File: src/rtl/jtag_tap_target.sv
// jtag_tap_target: oversampled IEEE 1149.1 TAP responder with IR, IDCODE, BYPASS and one user DR
module jtag_tap_target #(
  parameter int                IR_LEN      = 4,
  parameter logic [31:0]       IDCODE_VAL  = 32'h1234_5093,
  parameter int                USER_DR_LEN = 32,
  parameter logic [IR_LEN-1:0] OP_IDCODE   = IR_LEN'(1),
  parameter logic [IR_LEN-1:0] OP_USER     = IR_LEN'(2)
) (
  input  logic                   clk_i,
  input  logic                   reset_i,
  input  logic                   tck_i,
  input  logic                   tms_i,
  input  logic                   tdi_i,
  output logic                   tdo_o,
  output logic                   tdo_oe_o,
  output logic [3:0]             tap_state_o,
  output logic [IR_LEN-1:0]      ir_o,
  input  logic [USER_DR_LEN-1:0] user_dr_i,
  output logic [USER_DR_LEN-1:0] user_dr_o,
  output logic                   user_capture_o,
  output logic                   user_update_o
);
  typedef enum logic [3:0] {
    EX2_DR = 4'h0, EX1_DR = 4'h1, SH_DR  = 4'h2, PAU_DR = 4'h3,
    SEL_IR = 4'h4, UPD_DR = 4'h5, CAP_DR = 4'h6, SEL_DR = 4'h7,
    EX2_IR = 4'h8, EX1_IR = 4'h9, SH_IR  = 4'hA, PAU_IR = 4'hB,
    RTI    = 4'hC, UPD_IR = 4'hD, CAP_IR = 4'hE, TLR    = 4'hF
  } tap_state_t;

  localparam logic [4:0] USER_MSB = 5'(USER_DR_LEN - 1);

  logic tck_m, tck_s, tck_d, tms_m, tms_s, tdi_m, tdi_s;
  logic rise, fall, is_id, is_user, bp;
  logic [IR_LEN-1:0] ir_sr;
  logic [31:0] dr_sr, dr_next;
  tap_state_t state, state_next;

  assign rise        = tck_s & ~tck_d;
  assign fall        = ~tck_s & tck_d;
  assign is_id       = ir_o == OP_IDCODE;
  assign is_user     = ir_o == OP_USER;
  assign tap_state_o = state;

  // two-flop synchronisers; tms/tdi share tck's stage so they are sampled aligned to the edge
  always_ff @(posedge clk_i or posedge reset_i)
    if (reset_i) {tck_m, tck_s, tck_d, tms_m, tms_s, tdi_m, tdi_s} <= '0;
    else {tck_m, tck_s, tck_d, tms_m, tms_s, tdi_m, tdi_s} <= {tck_i, tck_m, tck_s, tms_i, tms_m, tdi_i, tdi_m};

  // TAP state register, advanced only on a detected TCK rise
  always_ff @(posedge clk_i or posedge reset_i)
    if (reset_i) state <= TLR;
    else if (rise) state <= state_next;

  // 1149.1 transition table
  always_comb begin
    state_next = state;
    case (state)
      TLR:    state_next = tms_s ? TLR    : RTI;
      RTI:    state_next = tms_s ? SEL_DR : RTI;
      SEL_DR: state_next = tms_s ? SEL_IR : CAP_DR;
      CAP_DR: state_next = tms_s ? EX1_DR : SH_DR;
      SH_DR:  state_next = tms_s ? EX1_DR : SH_DR;
      EX1_DR: state_next = tms_s ? UPD_DR : PAU_DR;
      PAU_DR: state_next = tms_s ? EX2_DR : PAU_DR;
      EX2_DR: state_next = tms_s ? UPD_DR : SH_DR;
      UPD_DR: state_next = tms_s ? SEL_DR : RTI;
      SEL_IR: state_next = tms_s ? TLR    : CAP_IR;
      CAP_IR: state_next = tms_s ? EX1_IR : SH_IR;
      SH_IR:  state_next = tms_s ? EX1_IR : SH_IR;
      EX1_IR: state_next = tms_s ? UPD_IR : PAU_IR;
      PAU_IR: state_next = tms_s ? EX2_IR : PAU_IR;
      EX2_IR: state_next = tms_s ? UPD_IR : SH_IR;
      UPD_IR: state_next = tms_s ? SEL_DR : RTI;
      default: state_next = TLR;
    endcase
  end

  // right shift of the selected data register; tdi enters at that register's MSB
  always_comb begin
    dr_next = dr_sr >> 1;
    dr_next[is_user ? USER_MSB : 5'd31] = tdi_s;
  end

  // instruction register path: capture/shift on rise, update on fall
  always_ff @(posedge clk_i or posedge reset_i)
    if (reset_i) begin
      ir_sr <= '0;
      ir_o  <= OP_IDCODE;
    end else begin
      if (rise && state == TLR) ir_o <= OP_IDCODE;
      if (rise && state == CAP_IR) ir_sr <= IR_LEN'(1);
      if (rise && state == SH_IR) ir_sr <= {tdi_s, ir_sr[IR_LEN-1:1]};
      if (fall && state == UPD_IR) ir_o <= ir_sr;
    end

  // data register path: capture/shift on rise, user update on fall
  always_ff @(posedge clk_i or posedge reset_i)
    if (reset_i) begin
      dr_sr          <= '0;
      bp             <= 1'b0;
      user_dr_o      <= '0;
      user_capture_o <= 1'b0;
      user_update_o  <= 1'b0;
    end else begin
      user_capture_o <= rise && state == CAP_DR && is_user;
      user_update_o  <= fall && state == UPD_DR && is_user;
      if (rise && state == CAP_DR) begin
        if (is_id) dr_sr <= IDCODE_VAL;
        else if (is_user) dr_sr <= 32'(user_dr_i);
        else bp <= 1'b0;
      end
      if (rise && state == SH_DR) begin
        if (is_id || is_user) dr_sr <= dr_next;
        else bp <= tdi_s;
      end
      if (fall && state == UPD_DR && is_user) user_dr_o <= dr_sr[USER_DR_LEN-1:0];
    end

  // TDO and its enable change only on a fall, and only shift states present new data
  always_ff @(posedge clk_i or posedge reset_i)
    if (reset_i) begin
      tdo_o    <= 1'b0;
      tdo_oe_o <= 1'b0;
    end else if (fall) begin
      tdo_oe_o <= state == SH_IR || state == SH_DR;
      if (state == SH_IR) tdo_o <= ir_sr[0];
      if (state == SH_DR) tdo_o <= (is_id || is_user) ? dr_sr[0] : bp;
    end
endmodule

File: config.mk
export PLATFORM = sky130hd
export DESIGN_NAME = jtag_tap_target
export DESIGN_NICKNAME = d
export VERILOG_FILES = /design/src/rtl/jtag_tap_target.sv
export SDC_FILE = /design/constraint.sdc
export NUM_CORES = 1
export LEC_CHECK = 0
export CAP_MARGIN = 20
export CELL_PAD_IN_SITES_DETAIL_PLACEMENT = 2
export CELL_PAD_IN_SITES_GLOBAL_PLACEMENT = 2
export CORE_MARGIN = 4
export CORE_UTILIZATION = 33
export DETAILED_ROUTE_END_ITERATION = 10
export GPL_ROUTABILITY_DRIVEN = 0
export PLACE_DENSITY = 0.91
export SKIP_LAST_GASP = 1
export SLEW_MARGIN = 20
export SYNTH_ARGS = -nofsm -noshare
export SYNTH_HDL_FRONTEND = slang
export SYNTH_SLANG_ARGS = --single-unit
File: constraint.sdc
create_clock -name clk_i -period 3.8 [get_ports clk_i]
set_input_delay 0.95 -clock clk_i [delete_from_list [all_inputs] [get_ports clk_i]]
set_output_delay 0.95 -clock clk_i [all_outputs]
set_load 0.005 [all_outputs]
==> results.json, run 1 <==
{
  "status": "finished clean",
  "nets": 501,
  "hp-class": "register to register",
  "critPathCapture": "user_dr_o[21]$_DFFE_PP0P_",
  "coreArea_mm2": 0.0127,
  "first_global_vias": 3846,
  "async_flop_share_pct": 100,
  "final_cell_area_mm2": 0.00555,
  "vdd_ir_drop_max_uv": 316,
  "finalCriticalPeriod_ns": 2.96,
  "clk_path_buf_depth": 2,
  "ios": 81,
  "dr.pass1.iters": 4,
  "wl_per_cell_um": 21.1,
  "startpoint": "tap_state_o[2]$_DFFE_PP1P_",
  "finClkSkew_ns": 0.00813,
  "drv_slew": 0,
  "die_h_um": 123,
  "hold_viol_final": 0,
  "syn_avg_cell_area_um2": 10.8,
  "setup_viol": 0,
  "clockPowerShare_pct": 27.5,
  "yosysSeqAreaShare_pct": 51.0,
  "grt_max_degree": 50,
  "drc": 0,
  "clock_latency_ns": 0.34,
  "cts.sinks": 88,
  "min_period_over_period_pct": 77.8,
  "crit_path_start_kind": "register",
  "tightest_slew_ns": 1.06,
  "overflow": 0,
  "required_ns": 4.02,
  "critPathKind": "register to register",
  "swShare_pct": 35.8,
  "track_usage_pct": 18.7,
  "port_buffers": 80,
  "cts-resized-gates": 0,
  "crit_fanout": 32,
  "reg2reg_depth": 4,
  "fp.dieW_um": 123,
  "rows": 41,
  "num_vias": 3548,
  "synthesis.instances": 401,
  "synth_edf_count": 0,
  "cts_hold_buf": 0,
  "antenna_found_initial": 0,
  "fp.dieArea_mm2": 0.0150,
  "p_total_w": 0.00308,
  "post_cts_buffers": 0,
  "cp.arrival_ns": 3.18,
  "dp.cells": 625,
  "start_util_pct": 34.0,
  "dpl.hpwl_um": 9410,
  "yosys_warnings": 0,
  "reg2reg_to": "user_dr_o[21]$_DFFE_PP0P_",
  "r2r_start": "tap_state_o[2]$_DFFE_PP1P_",
  "drive_gt1_share_pct": 14.3,
  "synth_cell_types": 41,
  "antenna_cells": 0,
  "max_clock_freq_ghz": 0.338,
  "power.density_mw_per_mm2": 555,
  "cts_tree": "built",
  "syn-num-nets": 438,
  "setup_tns_ns": 0,
  "drt-initial-drc-count": 174,
  "clk_pin_slew_ns": 0.06,
  "ys_ff_latch": 88,
  "grt_pass1_wl_um": 21700,
  "power.internal_w": 0.00198,
  "viasPerCell": 5.54,
  "reg2reg_slack_ns": 0.84,
  "cap_violations": 0,
  "switchingPower_w": 0.00110,
  "ant_nets": 0,
  "instances_no_fill": 641,
  "p_comb_share_pct": 28.1,
  "seqPwrFrac_pct": 44.4,
  "place_area_mm2": 0.00526,
  "maxSlewHeadroom_pct": 29.2,
  "drt_wl_total_um": 13500,
  "power_leakage_nw": 2.57,
  "synthToLayoutAreaGrowth_pct": 28.0,
  "htree_levels": 3,
  "setup.worst_path.end_class": "register",
  "rsz0062_at_grt": "no",
  "netlist_area_mm2": 0.00433,
  "yosys_most_used_dff": "dfrtp_1",
  "root_buffer": "clkbuf_16",
  "cts_buffers": 9
}
per-layer routing:
metal / wire length [µm] / part of all wire (%) / up-vias / GRT usage (%)
met5: 0 / 0 / - / 0
met4: 235 / 1.7 / 0 / 6.23
met3: 551 / 4.1 / 17 / 3.18
met2: 6780 / 50 / 84 / 32.4
met1: 5970 / 44 / 1865 / 23.5
li1: - / - / 1582 / -
worst min path at each step:
| stage | from | end | slack, ns | cells past startpoint |
|---|---|---|---|---|
| floorplan | tck_m$_DFF_PP0_ | tck_s$_DFF_PP0_ | 0.33 | 0 |
| global placement | tck_m$_DFF_PP0_ | tck_s$_DFF_PP0_ | 0.33 | 0 |
| detailed placement | tck_m$_DFF_PP0_ | tck_s$_DFF_PP0_ | 0.34 | 0 |
| CTS | tck_m$_DFF_PP0_ | tck_s$_DFF_PP0_ | 0.35 | 0 |
| global route | tdi_m$_DFF_PP0_ | tdi_s$_DFF_PP0_ | 0.37 | 0 |
| finish | tck_m$_DFF_PP0_ | tck_s$_DFF_PP0_ | 0.35 | 0 |
cell usage after synthesis (3+ instances only):
cell	number	area, µm²
a21o_1	10	75.1
a21oi_1	11	55.1
a221oi_1	30	263
a22o_1	3	26.3
a32o_1	11	110
buf_1	4	15.0
buf_6	4	45.0
clkbuf_1	27	101
dfrtp_1	83	2080
dfstp_2	5	131
inv_1	36	135
mux2_2	5	56.3
mux2_4	30	450
nand2_1	31	116
nand2b_1	7	43.8
nor2_1	42	158
nor3_1	4	20.0
o21ai_0	8	40.0
o41ai_1	21	184
through the flow:
step	utilization [%]	hold slack, ns	setup slack (ns)
floorplan	-	0.331	0.580
global route	43.6	0.368	0.754
CTS	43.6	0.351	0.828
detailed placement	41.4	0.338	0.836
finish	43.6	0.351	0.845
global placement	41.4	0.333	0.946
worst max-delay path: stages, from the launching register on:
cell and delay (ns):
dfstp_2 0.68, or4b_1 0.47, buf_4 0.24, or3_2 0.92
mux2_4 0.47
cell families after synthesis:
logic type | synth area share, %
AO/OA/AOI/OAI | 19.4
AND/OR/NAND/NOR | 10.5
flip-flops | 51.0
buffers and inverters | 6.96
multiplexers | 11.9
XOR/XNOR | 0.202
cell type report:
class,count,area (µm²)
clock buffers,11,243
clock inverters,5,41.3
fillers,1348,7180
inverters,36,136
multi-input cells,241,1830
flip-flops and latches,88,2210
well taps,172,215
repair buffers,88,873
sequential cells by signal, indices dropped and copies added, names as in the netlist:
signal,cells
bp,1
tck_s,1
tdo_o,1
user_dr_o,32
tck_m,1
tdo_oe_o,1
ir_sr,4
tap_state_o,4
tms_s,1
tdi_s,1
ir_o,4
tms_m,1
user_capture_o,1
tck_d,1
dr_sr,32
tdi_m,1
user_update_o,1
cell usage in the layout, fill, tap and decap left out, types with 7 or more instances in the layout:
cell	n
dfrtp_1	83
clkdlybuf4s50_1	80
nor2_1	42
inv_1	35
nand2_1	31
mux2_4	30
a221oi_1	30
o41ai_1	21
a32o_1	11
a21oi_1	11
a21o_1	10
clkbuf_16	9
o21ai_0	8
nand2b_1	7
buf_4	7
power by group through the flow:
stage	clock (W)	sequential (W)	combinational (W)
global route	0.000912	0.00140	0.000955
CTS	0.000867	0.00137	0.000872
finish	0.000848	0.00137	0.000864
floorplan	0	0.00123	0.000635
detailed placement	0	0.00138	0.000859
global placement	0	0.00136	0.000808
(Power assumes the default switching activity.)
==> run 2: changes to the inputs <==
- CORE_UTILIZATION: 33 -> 30
- PLACE_DENSITY: 0.91 -> 0.88
- clock period: 3.8 -> 2.62 ns (I/O delays scaled with it)
==> run 2 against run 1 <==
Effect of this change:
- worst hold slack worse by 0.0050 ns
- via count hardly changed
- die area is 9.3% higher
- design area is 1.6% higher
- combinational power is 61% higher
- clock skew is 0.00050 ns higher
- maximum frequency is 28% higher
- sequential share of layout area is 0.63 points lower
- global-route usage is 1.5 points lower
- register-to-register slack worse by 0.53 ns
- first-iteration DRC count is 34% higher
- worst setup slack worse by 0.53 ns
- largest cell class unchanged
==> results.json, run 2 (synthesis results as in run 1) <==
{
  "pre_cts_ws_ns": 0.320,
  "crit_buf_inv": 1,
  "grt_pass1_wl_um": 22000,
  "tightest_slew_ns": 0.707,
  "critPathCapture": "user_dr_o[2]$_DFFE_PP0P_",
  "num_vias": 3550,
  "rsz0062_at_grt": "no",
  "ant_nets": 0,
  "fp.dieW_um": 128,
  "cap_violations": 0,
  "synthToLayoutAreaGrowth_pct": 30.1,
  "dr.pass1.iters": 4,
  "required_ns": 2.85,
  "coreArea_mm2": 0.0140,
  "first_global_vias": 3906,
  "cts_hold_buf": 0,
  "drt-initial-drc-count": 234,
  "worst-path-stages": 5,
  "reg.largest.list": "dr_sr x32, user_dr_o x32",
  "antenna_cells": 0,
  "drt_wl_total_um": 13800,
  "finalWorstSetupSlack_ns": 0.315,
  "min_period_over_period_pct": 88.0,
  "met2_usage_pct": 29.4,
  "nets": 505,
  "setup_viol": 0,
  "reg2reg_to": "user_dr_o[2]$_DFFE_PP0P_",
  "hp-class": "register to register",
  "wl_per_cell_um": 21.2,
  "vdd_ir_drop_max_uv": 484,
  "path_cells": "nand2b_1, or3b_1, or3_2, buf_12, mux2_4",
  "final_cell_mix": "83 x dfrtp_1, 80 x clkdlybuf4s50_1, 42 x nor2_1",
  "hold_viol_final": 0,
  "finClkSkew_ns": 0.00863,
  "utilization_pct": 40.3,
  "cts.sinks": 88,
  "reg2reg_slack_ns": 0.31,
  "htree_levels": 3,
  "cts_buffers": 9,
  "antenna_found_initial": 0,
  "drive_gt1_share_pct": 15.2,
  "post_cts_buffers": 0,
  "grt_max_degree": 89,
  "crit_fanout": 32,
  "drc": 0,
  "final_common_cell": "dfrtp_1",
  "finalCriticalPeriod_ns": 2.31,
  "track_usage_pct": 17.1,
  "setup.worst_path.end_class": "register",
  "clk_pin_slew_ns": 0.06,
  "power.density_mw_per_mm2": 812,
  "ios": 81,
  "critPathKind": "register to register",
  "root_buffer": "clkbuf_16",
  "cts_tree": "built",
  "rows": 43,
  "drv_slew": 0,
  "use_met3_pct": 2.88,
  "fp.dieArea_mm2": 0.0164,
  "crit_path_start_kind": "register",
  "crit_family": "simple AND/OR/NAND/NOR gates",
  "viasPerCell": 5.44,
  "power_leakage_nw": 2.61,
  "grtUsageMet1_pct": 22.2,
  "max_stage_delay_ns": 0.52,
  "clk_path_buf_depth": 2,
  "dpl.hpwl_um": 9170,
  "clock_latency_ns": 0.35,
  "overflow": 0,
  "setup_tns_ns": 0,
  "max_clock_freq_ghz": 0.434,
  "start_util_pct": 31.0,
  "cts-resized-gates": 0,
  "reg2reg_depth": 5,
  "grt.busiest_layer": "met2",
  "port_buffers": 80,
  "cp.arrival_ns": 2.53,
  "die_h_um": 128,
  "worst_path_max_delay_cell": "or3_2",
  "startpoint": "tck_s$_DFF_PP0_",
  "p_total_w": 0.00458,
  "status": "finished clean",
  "maxSlewHeadroom_pct": 52.2,
  "r2r_start": "tck_s$_DFF_PP0_"
}
## run 2: cell count changes in the layout (fill, tap and decap cells not counted), sizes merged
| cell | delta |
|---|---|
| clkinv | +1 |
| clkinvlp | -1 |
| buf | +4 |
## run 2: routing by layer
| layer | wire [µm] | part of all wire [%] |
|---|---|---|
| met1 | 6000 | 43 |
| met5 | 0 | 0 |
| met4 | 166 | 1.2 |
| met3 | 557 | 4.0 |
| met2 | 7090 | 51 |
## run 2: power by group
part / internal [W] / leakage (nW) / switching [W]
sequential: 0.00161 / 1.13 / 0.000303
clock: 0.000702 / 0.146 / 0.000571
combinational: 0.000607 / 1.34 / 0.000778
total: 0.00292 / 2.61 / 0.00165
## run 2: stage by stage
stage / hold WS, ns / area (µm²) / instances
after floorplan: 0.331 / 4340 / 401
after global placement: 0.335 / 5340 / 637
after detailed placement: 0.336 / 5340 / 637
after CTS: 0.350 / 5640 / 653
after global routing: 0.358 / 5640 / 653
final: 0.346 / 5640 / 653
## run 2: worst min path at each step
stage | startpoint | end | slack [ns] | depth (start not counted)
2_1_floorplan | tck_m$_DFF_PP0_ | tck_s$_DFF_PP0_ | 0.33 | 0
3_3_place_gp | tms_m$_DFF_PP0_ | tms_s$_DFF_PP0_ | 0.34 | 0
3_5_place_dp | tms_m$_DFF_PP0_ | tms_s$_DFF_PP0_ | 0.34 | 0
4_1_cts | tms_m$_DFF_PP0_ | tms_s$_DFF_PP0_ | 0.35 | 0
5_1_grt | tms_m$_DFF_PP0_ | tms_s$_DFF_PP0_ | 0.36 | 0
6_report | tms_m$_DFF_PP0_ | tms_s$_DFF_PP0_ | 0.35 | 0
## run 2: cell type report
class,instances,area (µm²)
tap,180,225
clock inverter,5,40.0
timing repair buffer,92,941
clock buffer,11,253
fill,1501,8350
sequential,88,2210
multi-input combinational,241,1830
inverter,36,139
==> run 3: changes to the inputs <==
- GPL_ROUTABILITY_DRIVEN: 0 -> 1
==> results of run 3 <==
No change in the layout: final DEF, timing and power equal those of run 2.
